--- src/rtl/mult_div.sv ---
// mult_div: iterative 32x32 multiply / divide unit.
//
// A request is accepted in IDLE when start=1. The operands and operation are
// latched and the unit runs 32 CALC cycles, one operand/quotient bit per
// cycle. On the CALC->FIN edge the result is written to HI/LO. done pulses for
// the single FIN cycle. A divide by zero bypasses CALC, entering FIN directly
// with HI=A, LO=0xFFFFFFFF, dz=1.
//
// Ports:
//   clk    rising-edge clock
//   rst    synchronous active-high reset
//   start  request, sampled only in IDLE
//   op     00 MULTU, 01 MULT, 10 DIVU, 11 DIV
//   A, B   operands
//   HI     product high word / remainder
//   LO     product low word / quotient
//   busy   high while in CALC
//   done   high while in FIN (one cycle)
//   dz     last completed operation was a divide by zero
module mult_div (
  input  logic        clk,
  input  logic        rst,
  input  logic        start,
  input  logic [1:0]  op,
  input  logic [31:0] A,
  input  logic [31:0] B,
  output logic [31:0] HI,
  output logic [31:0] LO,
  output logic        busy,
  output logic        done,
  output logic        dz
);

  typedef enum logic [1:0] {
    ST_IDLE = 2'd0,
    ST_CALC = 2'd1,
    ST_FIN  = 2'd2
  } state_t;

  state_t      r_state;
  logic [5:0]  r_cnt;
  logic [31:0] r_hi;
  logic [31:0] r_lo;
  logic        r_busy;
  logic        r_done;
  logic        r_dz;

  // Latched operation context (data path, not reset)
  logic        r_is_div;
  logic        r_neg_lo;   // negate product / quotient at the end
  logic        r_neg_hi;   // negate remainder at the end (signed divide only)
  logic [31:0] r_b_mag;    // multiplicand / divisor magnitude
  logic [31:0] r_hi_w;     // running product high word / partial remainder
  logic [31:0] r_lo_w;     // multiplier bits / dividend bits shifting into quotient

  logic        w_accept;
  logic        w_div_zero;
  logic        w_last;
  logic [32:0] w_mul_sum;
  logic [31:0] w_mul_hi;
  logic [31:0] w_mul_lo;
  logic [32:0] w_div_shift;
  logic        w_div_ge;
  logic [31:0] w_div_rem;
  logic [31:0] w_div_q;
  logic [31:0] w_step_hi;
  logic [31:0] w_step_lo;
  logic [31:0] w_res_hi;
  logic [31:0] w_res_lo;

  // Magnitude of a value; only treated as signed when sgn=1.
  // 0x80000000 maps to itself, which is the correct unsigned magnitude.
  function automatic logic [31:0] f_mag(input logic [31:0] v, input logic sgn);
    return (sgn && v[31]) ? (~v + 32'd1) : v;
  endfunction

  function automatic logic [31:0] f_neg32(input logic [31:0] v, input logic neg);
    return neg ? (~v + 32'd1) : v;
  endfunction

  function automatic logic [63:0] f_neg64(input logic [63:0] v, input logic neg);
    return neg ? (~v + 64'd1) : v;
  endfunction

  assign w_accept   = (r_state == ST_IDLE) && start;
  assign w_div_zero = op[1] && (B == 32'd0);
  assign w_last     = (r_cnt == 6'd31);

  always_comb begin
    // Shift-add multiply: add multiplicand into the high word when the
    // current multiplier LSB is set, then shift {carry,hi,lo} right by one.
    w_mul_sum = {1'b0, r_hi_w} + (r_lo_w[0] ? {1'b0, r_b_mag} : 33'd0);
    w_mul_hi  = w_mul_sum[32:1];
    w_mul_lo  = {w_mul_sum[0], r_lo_w[31:1]};

    // Restoring divide: bring in the next dividend bit, subtract the divisor
    // if it fits. The partial remainder is always below the divisor, so both
    // the kept and the subtracted value fit in 32 bits.
    w_div_shift = {r_hi_w, r_lo_w[31]};
    w_div_ge    = (w_div_shift >= {1'b0, r_b_mag});
    w_div_rem   = w_div_ge ? (w_div_shift[31:0] - r_b_mag) : w_div_shift[31:0];
    w_div_q     = {r_lo_w[30:0], w_div_ge};

    w_step_hi = r_is_div ? w_div_rem : w_mul_hi;
    w_step_lo = r_is_div ? w_div_q   : w_mul_lo;

    // Sign fix-up applied to the final iteration's result
    if (r_is_div) begin
      w_res_hi = f_neg32(w_step_hi, r_neg_hi);
      w_res_lo = f_neg32(w_step_lo, r_neg_lo);
    end else begin
      {w_res_hi, w_res_lo} = f_neg64({w_step_hi, w_step_lo}, r_neg_lo);
    end
  end

  // Control and architectural outputs
  always_ff @(posedge clk) begin
    if (rst) begin
      r_state <= ST_IDLE;
      r_cnt   <= 6'd0;
      r_hi    <= 32'd0;
      r_lo    <= 32'd0;
      r_busy  <= 1'b0;
      r_done  <= 1'b0;
      r_dz    <= 1'b0;
    end else begin
      case (r_state)
        ST_IDLE: begin
          if (start) begin
            r_cnt <= 6'd0;
            if (w_div_zero) begin
              r_state <= ST_FIN;
              r_done  <= 1'b1;
              r_hi    <= A;
              r_lo    <= 32'hFFFF_FFFF;
              r_dz    <= 1'b1;
            end else begin
              r_state <= ST_CALC;
              r_busy  <= 1'b1;
            end
          end
        end
        ST_CALC: begin
          if (w_last) begin
            r_state <= ST_FIN;
            r_busy  <= 1'b0;
            r_done  <= 1'b1;
            r_hi    <= w_res_hi;
            r_lo    <= w_res_lo;
            r_dz    <= 1'b0;
          end else begin
            r_cnt <= r_cnt + 6'd1;
          end
        end
        ST_FIN: begin
          r_state <= ST_IDLE;
          r_done  <= 1'b0;
        end
        default: begin
          r_state <= ST_IDLE;
          r_busy  <= 1'b0;
          r_done  <= 1'b0;
        end
      endcase
    end
  end

  // Iteration data path
  always_ff @(posedge clk) begin
    if (w_accept) begin
      r_is_div <= op[1];
      r_neg_lo <= op[0] && (A[31] ^ B[31]);
      r_neg_hi <= op[0] && op[1] && A[31];
      r_b_mag  <= f_mag(B, op[0]);
      r_hi_w   <= 32'd0;
      r_lo_w   <= f_mag(A, op[0]);
    end else if (r_state == ST_CALC) begin
      r_hi_w <= w_step_hi;
      r_lo_w <= w_step_lo;
    end
  end

  assign HI   = r_hi;
  assign LO   = r_lo;
  assign busy = r_busy;
  assign done = r_done;
  assign dz   = r_dz;

endmodule

--- config.mk ---
export PLATFORM = sky130hd
export DESIGN_NAME = mult_div
export DESIGN_NICKNAME = d
export VERILOG_FILES = /design/src/rtl/mult_div.sv
export SDC_FILE = /design/constraint.sdc
export NUM_CORES = 1
export LEC_CHECK = 0
export BUFFER_PORTS_ARGS = -buffer_cell sky130_fd_sc_hd__buf_2
export CORE_AREA = 3 3 168 170
export CTS_CLUSTER_SIZE = 25
export DETAILED_ROUTE_END_ITERATION = 8
export DIE_AREA = 0 0 171 173
export PLACE_DENSITY = 0.9
export SYNTH_ARGS = -nofsm -noshare
export SYNTH_HDL_FRONTEND = slang
export SYNTH_SLANG_ARGS = --single-unit
--- constraint.sdc ---
create_clock -name clk -period 4.9 [get_ports clk]
set_input_delay 0.49 -clock clk [delete_from_list [all_inputs] [get_ports clk]]
set_output_delay 0.49 -clock clk [all_outputs]
set_load 0.02 [all_outputs]
==> Word level (Yosys, flattened, before mapping) <==
Cells that the tools add are included.
Widths: inputs -> output; s select.
{ "totals": {"ff_bits": 174, "latchBits": 0, "mem_count": 0, "mem_bits_ro": 0, "wordCells": 90, "mem_bits_rw": 0} }
{ "op_classes": {"n_addsub": 8, "magnitude_cmp": 1, "n_reduce_logical": 16, "shift": 0, "bitwise_logic": 7, "muxes": 37, "n_div": 0, "n_eq_ne": 8, "multipliers": 0} }
{ "op_table": {"columns": ["cell", "count"], "rows": [
  ["$mux 32", 18],
  ["$add 32x1->32 const B", 4],
  ["$not 32->32", 4],
  ["$pmux 32 s2", 2],
  ["$add 64x1->64 const B", 1],
  ["$mux 64", 1],
  ["$not 64->64", 1],
  ["$add 32x32->33", 1],
  ["$ge 33x32->1", 1],
  ["$logic_not 32->1", 1],
  ["$sub 32x32->32", 1],
  ["$mux 6", 2],
  ["$pmux 6 s2", 1],
  ["$ne 2x2->1 const B", 5],
  ["$reduce_and 4->1", 2],
  ["$logic_and 1x1->1", 7],
  ["$add 6x1->6 const B", 1],
  ["$eq 6x5->1 const B", 1],
  ["$mux 1", 6],
  ["$mux 2", 3],
  ["$reduce_and 3->1", 2],
  ["$pmux 1 s2", 2],
  ["$pmux 2 s2", 1],
  ["$reduce_bool 2->1", 2],
  ["other kinds (7)", 7]
]} }

==> Logic depth before layout (Yosys ltp) <==
Gate-level depths: netlist of run 1.
{ "logic_depth": {"word_depth": 9, "ltp_mapped": 24, "ltp_nobuf": 22} }

==> Least setup slack after synthesis of run 1 <==
Ideal clock, no wire load.
{ "synth_path": {"path_kind": "reg2reg", "startpoint": "register r_b_mag[12]", "endpoint": "register r_hi[30], in the netlist HI[30]", "synth_period_minus_slack_ps": 4679, "t_required_ps": 4841, "arrival_ps": 4621, "n_path_buf": 3, "slack_ps": 221, "stages_incl_launch_ff": 22, "cell_sequence": "edfxtp_1 > inv_1 > ha_1 > buf_6 > a21oi_4 > o21ai_2 > a221o_1 > o211a_1 > buf_6 > buf_2 > nor4_1 > a31o_2 > nor2_1 > inv_1 > ha_1 > or4b_4 > or3b_4 > o41ai_4 > nand3_2 > or4_1 > a31oi_1 > a31o_1"} }
{ "synth_between": {"elab_chain_len": 9, "word_cells_on_any_way": 16, "cone_classes": "add/sub: 4; order compare: 1; mux: 9; bitwise: 2"} }
{ "synth_lines": {"columns": ["element", "line", "text"], "rows": [
  ["start: declaration", "52", "logic [31:0] r_b_mag;"],
  ["start signal: assignment", "174", "r_b_mag <= f_mag(B, op[0]);"],
  ["$mux 32, or another cell as far along", "92", "w_mul_sum = {1'b0, r_hi_w} + (r_lo_w[0] ? {1'b0, r_b_mag} : 33'd0);"],
  ["$add 32x32->33 or $mux 32 (tied branches)", "92, 101", null],
  ["$mux 32", "104", "w_step_hi = r_is_div ? w_div_rem : w_mul_hi;"],
  ["$not 64->64 or $not 32->32 (tied branches)", "82, 78", null],
  ["$add 64x1->64 or $add 32x1->32 (tied branches)", "82, 78", null],
  ["$mux 64 or $mux 32 (tied branches)", "82, 78", null],
  ["$mux 32 (*)", "108", "if (r_is_div) begin"],
  ["$mux 32 (*)", "144", "if (w_last) begin"],
  ["$pmux 32 s2 (*)", "127", "case (r_state)"],
  ["end signal: assignment", "148", "r_hi <= w_res_hi;"],
  ["end: declaration", "42", "logic [31:0] r_hi;"]
]} }
Every way passes the cells marked *; elsewhere a longest branch is shown, timed or not. The select of a mux whose other input is x is not followed.
A chain may end at the register's enable or synchronous reset.

==> Worst setup path after layout of run 1 <==
{ "layout_path": {"startpoint": "register r_lo_w[0]", "endpoint": "register r_hi[26], in the netlist HI[26]"} }
{ "layout_between": {"elab_chain_len": 9, "word_cells_on_any_way": 13, "cone_classes": "add/sub: 3; mux: 8; bitwise: 2"} }
{ "layout_lines": {"columns": ["element", "line", "text"], "rows": [
  ["start: declaration", "54", "logic [31:0] r_lo_w;"],
  ["start signal: assignment", "176", "r_lo_w <= f_mag(A, op[0]);"],
  ["start signal: assignment", "179", "r_lo_w <= w_step_lo;"],
  ["$mux 32", "92", null],
  ["$add 32x32->33", "92", null],
  ["$mux 32 (on tied branches)", "105, 104", null],
  ["$not 64->64 or $not 32->32 (tied branches)", "82, 78", null],
  ["$add 64x1->64 or $add 32x1->32 (tied branches)", "82, 78", null],
  ["$mux 64 or $mux 32 (tied branches)", "82, 78", null],
  ["$mux 32 (*)", "108", null],
  ["$mux 32 (*)", "144", null],
  ["$pmux 32 s2 (*)", "127", null]
]} }
Marks and branches as above.

==> summary.md, run 1 <==
| Metric | Value |
|---|---|
| Clock Skew | ~17 ps |
| Post-route ant nets | 0 |
| Routed wl met2 | around 25 mm |
| Initial Util | 0.560 |
| Gate power share | 0.611 |
| Net Sw Power | about 4.5 mW |
| Post-CTS Hold Buffers | 0 |
| Multi-input gate area | between 0.01 and 0.015 sq mm |
| Leak | 7.01 nW |
| Final Hold Viols | 0 |
| Share of layout cells above drive strength 1 | 0.198 |
| Layout Nets | ~2,200 |
| Total clock sinks | about 170 |
| Drc violations | 0 |
| FF+latch count, synth | ~170 |
| Met3 routed WL | about 5.6 mm |
| Vias | between 15,000 and 20,000 |
| Simple-Gate Fraction of Synth Area | 0.233 |
| Critical path capture point type | register |
| Synth Area in Compound Gates | 0.258 |
| GP Congestion | just over 1 |
| Switching share of power | 0.483 |
| Initial antenna violation count | 0 |
| H-tree depth | 4 |
| Worst Path Max Fanout | 31 |
| Met1 WL | 20.3 mm |
| Sequential Power Share | 0.228 |
| Final worst-path cycle share | 0.967 |
| Ys Warns | 0 |
| Worst-skew pair later-pin latency | approximately 470 ps |
| Post-synthesis xor/xnor area fraction | 0.0879 |
| Max IR drop VDD | about 0.35 mV |
| CP max stage delay | about 700 ps |
| Port buffer count | around 140 |
| Sum Neg Setup Slack | 0 ps |
| Synth top area cells | dfxtp_1 14%, edfxtp_1 13%, ha_1 5.7% |
| Routed WL per cell | 22.6 um |
| Top sig layer | met4 |
| Final WL | 53.8 mm |
| Top cells by count, synth | 186 x nand2_1, 186 x nor2_1, 153 x a21oi_1 |
| GR Overflow Total | 0 |
| First-pass GRT wire length | ~83 mm |
| CP arrival | between 5000 and 6000 ps |
| Run status | complete, no violations |
| Core ar. | about 0.027 sq mm |
| Die area | 0.0296 sq mm |
| Setup Crit Path Kind | register to register |
| Global Route Usage Sum | 0.352 |
| Post-synth ARST share | 0 |
| Inst Count DP | 2,350 |
| FMAX | about 210 MHz |
| Max_cap viols | 0 |
| Clock group share of total power | 0.161 |
| CTS tree | done |
| Crit-path leading delay family | simple AND/OR/NAND/NOR gates |
| First-pass DRT Iterations | 6 |
| Post-Syn Nets | 2,010 |
| RSZ-0062 raised after global routing | true |
| Largest family of logic cells by synthesized area | compound AO/OA/AOI/OAI gates |
| Clk slew on worst S/H paths | 80 ps |
| Vias per cell | around 6.9 |
| Post-synth top area share | 0.142 |
| Synthesis-to-layout area growth | 15.5% |
| Minimum clock period | 4740 ps |
| Slowest library cell on the worst path | or4b_2 |
| Main synth FF type | dfxtp_1 |
| Max transition margin | 0.185 |
| Fill cells | ~2,200 |
| Worst Path Buf+Inv | 2 |
| Die Width | about 170 um |
| Worst slew pin tran | between 1000 and 1500 ps |
| Clock buffer depth | 2 |
| Synthesized instance count | about 1,900 |
| Num rows | 60 |
| Worst EP required | 5230 ps |
| Clock root cell | clkbuf_16 |
| Num CTS Buffers | 17 |
| Largest net degree at the start of global routing | 70 |
| CP Launch Type | register |
| Type of the most critical hold path | primary input to register |
| CP Cell Sequence | buf_12 -> and2_1 -> ha_1 -> nand2_1 -> buf_4 -> nor2_1 -> nand4_1 -> a31oi_1 -> nor2_1 -> xnor2_1 -> a22o_1 -> or4b_2 -> nor4_1 -> o21ai_0 -> xnor2_1 -> o22ai_1 |
| Fin. max-slew vios | 0 |
| Non-Filler Instances | ~2,400 |
| Mux share of post-synthesis cell area | 0.0353 |
| Count of different cell masters after synthesis | ~110 |
| EDFF count, synth | 67 |
| Io pins | about 140 |
| Top cell type by total area after synthesis | dfxtp_1 |
| Vias in the first global route | approximately 15,000 |
| HPWL Detailed | between 30 and 40 mm |
| Register area | just over 0.004 sq mm |
| Total power | slightly above 9 mW |
| Power Density | 534 mW/mm^2 |
| Starting DRT DRC Count | around 2,400 |
| Adder-Cell Fraction of Synth Area | 0.0601 |
| Worst hold margin | 290 ps |
| Internal | roughly 4.8 mW |
| Syn Std Cell Area | about 0.015 sq mm |
| Syn_area_per_cell | around 8 sq um |
| Final setup vio count | 0 |
| Seq/Total Area, Yosys | 0.276 |
| Vert. Die Dim | around 170 um |
worst paths after layout:
check,start,slack [ps],cells after the start,end
setup reg to reg,r_lo_w[0],160,16,HI[26]
hold reg to reg,HI[23],470,2,HI[23]
hold / removal,B[0],290,1,r_b_mag[0]
setup / recovery,r_lo_w[0],160,16,HI[26]
layout make-up:
| class | count | share of cell area |
|---|---|---|
| antenna | 1 | 0.000144 |
| clock buffer | 18 | 0.0259 |
| clock inverter | 14 | 0.0107 |
| inverter | 62 | 0.0134 |
| multi-input combinational | 1536 | 0.599 |
| sequential | 174 | 0.239 |
| tap | 341 | 0.0246 |
| timing repair buffer | 239 | 0.0867 |
layout by cell type (no fill, tap or decap), types with 13 or more instances in the layout:
master and n:
xnor2_1 86, a21o_1 19, nor4_1 18, a21oi_1 147, buf_2 135, clkbuf_16 18, ha_1 50, o211ai_1 21
nand2b_1 18, nand2_1 184, buf_4 100, nor3_1 55, xor2_1 65, inv_1 59, nand4_1 22, o21a_1 13
o31ai_1 21, o221a_2 14, a211oi_1 37, dfxtp_1 106, edfxtp_1 67, nand3_1 42, and3_1 25, mux2i_1 35
o21ai_0 109, nor2_1 184, or3_1 20, a31oi_1 17, mux2_2 16, and2_1 40
state kept, by name, summed over array words and instances, names as in the netlist, 2 cells and up:
name and cells:
r_hi_w 32, r_state 2, r_lo_w 32, r_cnt 6, HI 32, r_b_mag 32, LO 32
power by group through the flow:
| stage | clock network, mW | registers, mW | logic [mW] |
|---|---|---|---|
| 4_1_cts | 1.49 | 2.08 | 5.35 |
| 5_1_grt | 1.54 | 2.13 | 6.04 |
| 2_1_floorplan | 0 | 2.13 | 3.52 |
| 3_5_place_dp | 0 | 2.11 | 5.30 |
| 3_3_place_gp | 0 | 2.09 | 5.22 |
| 6_report | 1.50 | 2.12 | 5.67 |
cell families after synthesis:
logic type | count (synthesis)
xor gates and xnor gates | 151
buffers and inverters | 160
DFF | 174
muxes | 51
and+or+nand+nor | 697
AOI/OAI and AO/OA | 566
adders and majority gates | 71
metrics by stage:
stage,area [sq um],util,setup slack (ps)
floorplan,15000,-,221
global placement,16500,0.613,133
detailed placement,16500,0.613,75.1
CTS,17100,0.636,62.0
global route,17400,0.646,-15.0
finish,17400,0.646,161
layer usage:
metal,up-vias,global-route usage
met2,1178,0.566
met1,7640,0.442
met5,-,0
met4,0,0.172
li1,7275,-
met3,263,0.0821
repair_timing:
action | 4_1_cts | 5_1_grt
gates resized for setup | 0 | 55
buffers inserted | 0 | 2
endpoints found under the setup margin | 0 | 16
worst register-to-register path: stages (launching register included):
cell      delay (ps)
edfxtp_1         460
buf_12           200
and2_1           210
ha_1             440
nand2_1          160
buf_4            180
nor2_1           240
nand4_1          370
a31oi_1          370
nor2_1            90
xnor2_1          130
a22o_1           360
or4b_2           710
nor4_1           160
o21ai_0          130
xnor2_1          260
o22ai_1          140
No activity file was read; power rests on OpenSTA's default activity.
==> inputs of run 2 (changes only) <==
Settings changed: ABC_AREA from default to 1, CORE_AREA 3 3 168 170 to 3 3 177 179, DIE_AREA 0 0 171 173 to 0 0 180 182, PLACE_DENSITY 0.9 to 0.89.
==> run 2 against run 1 <==
Against the previous run:
- maximum frequency is 4.5% higher
- setup slack improved by 200 ps
- sequential power up 9.4%
- critical path type unchanged
- largest power group unchanged
==> summary.md, run 2 <==
| Metric | Value |
|---|---|
| Final worst-path cycle share | 0.926 |
| Clock root cell | clkbuf_16 |
| Global Route Usage Sum | 0.387 |
| CTS tree | done |
| Top cell type by total area after synthesis | nand2_1 |
| Setup ws final | ~360 ps |
| Syn Std Cell Area | ~0.017 sq mm |
| Launch point of the worst hold path | op[1] |
| Post-CTS Setup Inserts | 0 |
| Most frequent cell after synthesis | nand2_1 |
| HPWL Detailed | between 50 and 60 mm |
| Type of the most critical hold path | primary input to register |
| Sum Neg Setup Slack | 0 ps |
| Max transition margin | 0.236 |
| Leak | about 9.3 nW |
| Vert. Die Dim | around 180 um |
| FMAX | roughly 220 MHz |
| Internal | between 4 and 5 mW |
| Core ar. | 0.0297 sq mm |
| Main synth FF type | dfxtp_1 |
| RSZ-0062 raised after global routing | false |
| Net Sw Power | 6.14 mW |
| Largest net degree at the start of global routing | 68 |
| Synth top area cells | nand2_1 18%, dfxtp_1 13%, edfxtp_1 12% |
| Fin. max-slew vios | 0 |
| Die Width | about 180 um |
| Fill cells | between 2,000 and 3,000 |
| Reg-to-Reg Start | r_b_mag[28] |
| Layout Nets | just under 3,000 |
| Die area | about 0.033 sq mm |
| Gate power share | 0.660 |
| CP arrival | just under 5000 ps |
| Starting DRT DRC Count | 2,638 |
| Setup Crit Path Kind | register to register |
| First-pass DRT Iterations | 6 |
| Top cells by count, synth | 781 x nand2_1, 396 x inv_1, 273 x nor2_1 |
| Final setup vio count | 0 |
| Num CTS Buffers | 17 |
| Total clock sinks | 174 |
| Run status | complete, no violations |
| Worst EP required | 5210 ps |
| Multi-input gate area | between 0.01 and 0.015 sq mm |
| Share of layout cells above drive strength 1 | 0.117 |
| Power Density | roughly 600 mW/mm^2 |
| Num rows | 63 |
| Switching share of power | 0.560 |
| Cts repair resizes | 0 |
| Sequential Power Share | 0.212 |
| Worst slew pin tran | about 1100 ps |
| GR Overflow Total | 0 |
| Vias in the first global route | 17,235 |
| Worst Path Max Fanout | 9 |
| Core Util, Final | 0.614 |
| Seq/Total Area, Yosys | 0.250 |
| Ys Warns | 0 |
| Initial Util | 0.559 |
| Reg2Reg Setup Slack | ~360 ps |
| Syn_area_per_cell | between 6 and 7 sq um |
| Pre-CTS setup slack | ~470 ps |
| Vias per cell | 5.91 |
| Worst-skew pair later-pin latency | roughly 470 ps |
| Post-CTS Hold Buffers | 0 |
| Post-synth top area share | 0.176 |
| Drc violations | 0 |
| Port buffer count | 135 |
| Clock Skew | roughly 18 ps |
| Ant. Diodes | 0 |
| Initial antenna violation count | 2 |
| Clock buffer depth | 2 |
| Io pins | between 100 and 150 |
| FF+latch count, synth | 174 |
| CP Launch Type | register |
| Routed WL per cell | a little over 20 um |
| Minimum clock period | about 4500 ps |
| Most frequent cells in the layout | 780 x nand2_1, 395 x inv_1, 270 x nor2_1 |
| Vias | between 15,000 and 20,000 |
| EDFF count, synth | between 60 and 70 |
| Max_cap viols | 0 |
| Final Hold Viols | 0 |
| Post-Syn Nets | about 2,900 |
| First-pass GRT wire length | 99.6 mm |
| Post-synth ARST share | 0 |
| Register area | around 0.0042 sq mm |
| H-tree depth | 4 |
| Critical path capture point type | register |
| Max IR drop VDD | ~0.43 mV |
| Clk slew on worst S/H paths | around 70 ps |
| Commonest non-fill, non-tap cell in the layout | nand2_1 |
| Clock group share of total power | 0.128 |
| Worst setup path startpoint | r_b_mag[28] |
| Post-route ant nets | 0 |
| Synthesized instance count | about 2,700 |
| Synthesis-to-layout area growth | 9.80% |
| Final WL | around 65 mm |
| Count of different cell masters after synthesis | 68 |
| GP Congestion | between 1 and 1.5 |
run 2: cell families after synthesis:
logic type,Yosys count,share of synthesized area
DFF,174,0.250
adders and majority gates,71,0.0544
AOI/OAI and AO/OA,424,0.148
xor gates and xnor gates,80,0.0422
and+or+nand+nor,1465,0.385
buffers and inverters,502,0.120
muxes,2,0.00120
run 2: worst max-delay path, cell delays in order (launching register included):
cell and delay, ps:
edfxtp_1 360, inv_1 50, ha_1 360, a21oi_1 230, nand2_1 80, a21oi_1 220
nand2_2 130, nor2_8 230, nand3_1 180, o21ai_2 200, ha_1 240, nor3b_4 270
nand4_2 170, nor2_2 190, nand2_2 100, nor2_4 140, nand4_4 130, nor2_4 160
nand2_2 120, nand2_2 100, nand2_1 90, a21oi_2 220, o21ai_1 120, nand2_1 110
nand2_1 50, nand3_1 80, a21oi_1 70
run 2: final timing paths:
kind	depth (start not counted)	end
max reg2reg	26	HI[16]
min reg2reg	2	HI[15]
min	1	r_is_div
max	26	HI[16]
run 2: power by group through the flow:
| stage | combinational (mW) | sequential [mW] | clock (mW) |
|---|---|---|---|
| 4_1_cts | 7.04 | 2.31 | 1.40 |
| 3_3_place_gp | 6.93 | 2.32 | 0 |
| 5_1_grt | 7.88 | 2.35 | 1.46 |
| 3_5_place_dp | 7.00 | 2.34 | 0 |
| 2_1_floorplan | 4.78 | 2.34 | 0 |
| 6_report | 7.24 | 2.32 | 1.41 |
run 2: layer usage:
metal	vias up	wire length, um	track usage	share of wire
met5	-	12	0	0.00018
met4	2	2540	0.142	0.039
met3	178	7470	0.0637	0.11
met2	1186	28100	0.598	0.43
met1	8710	27000	0.545	0.41
li1	9019	-	-	-
run 2: cell type report:
type,count,area share
repair buffers,175,0.0535
inverters,417,0.0858
multi-input cells,2042,0.576
clock inverters,13,0.00706
flip-flops and latches,174,0.228
clock buffers,19,0.0237
well taps,390,0.0267
run 2: stage by stage:
stage,hold slack [ps],total power [mW],std cells,instance area (sq um)
2_1_floorplan,471,7.12,2718,16600
3_3_place_gp,442,9.25,3198,17700
3_5_place_dp,456,9.33,3198,17700
4_1_cts,210,10.7,3230,18200
5_1_grt,219,11.7,3230,18200
6_report,225,11.0,3230,18200
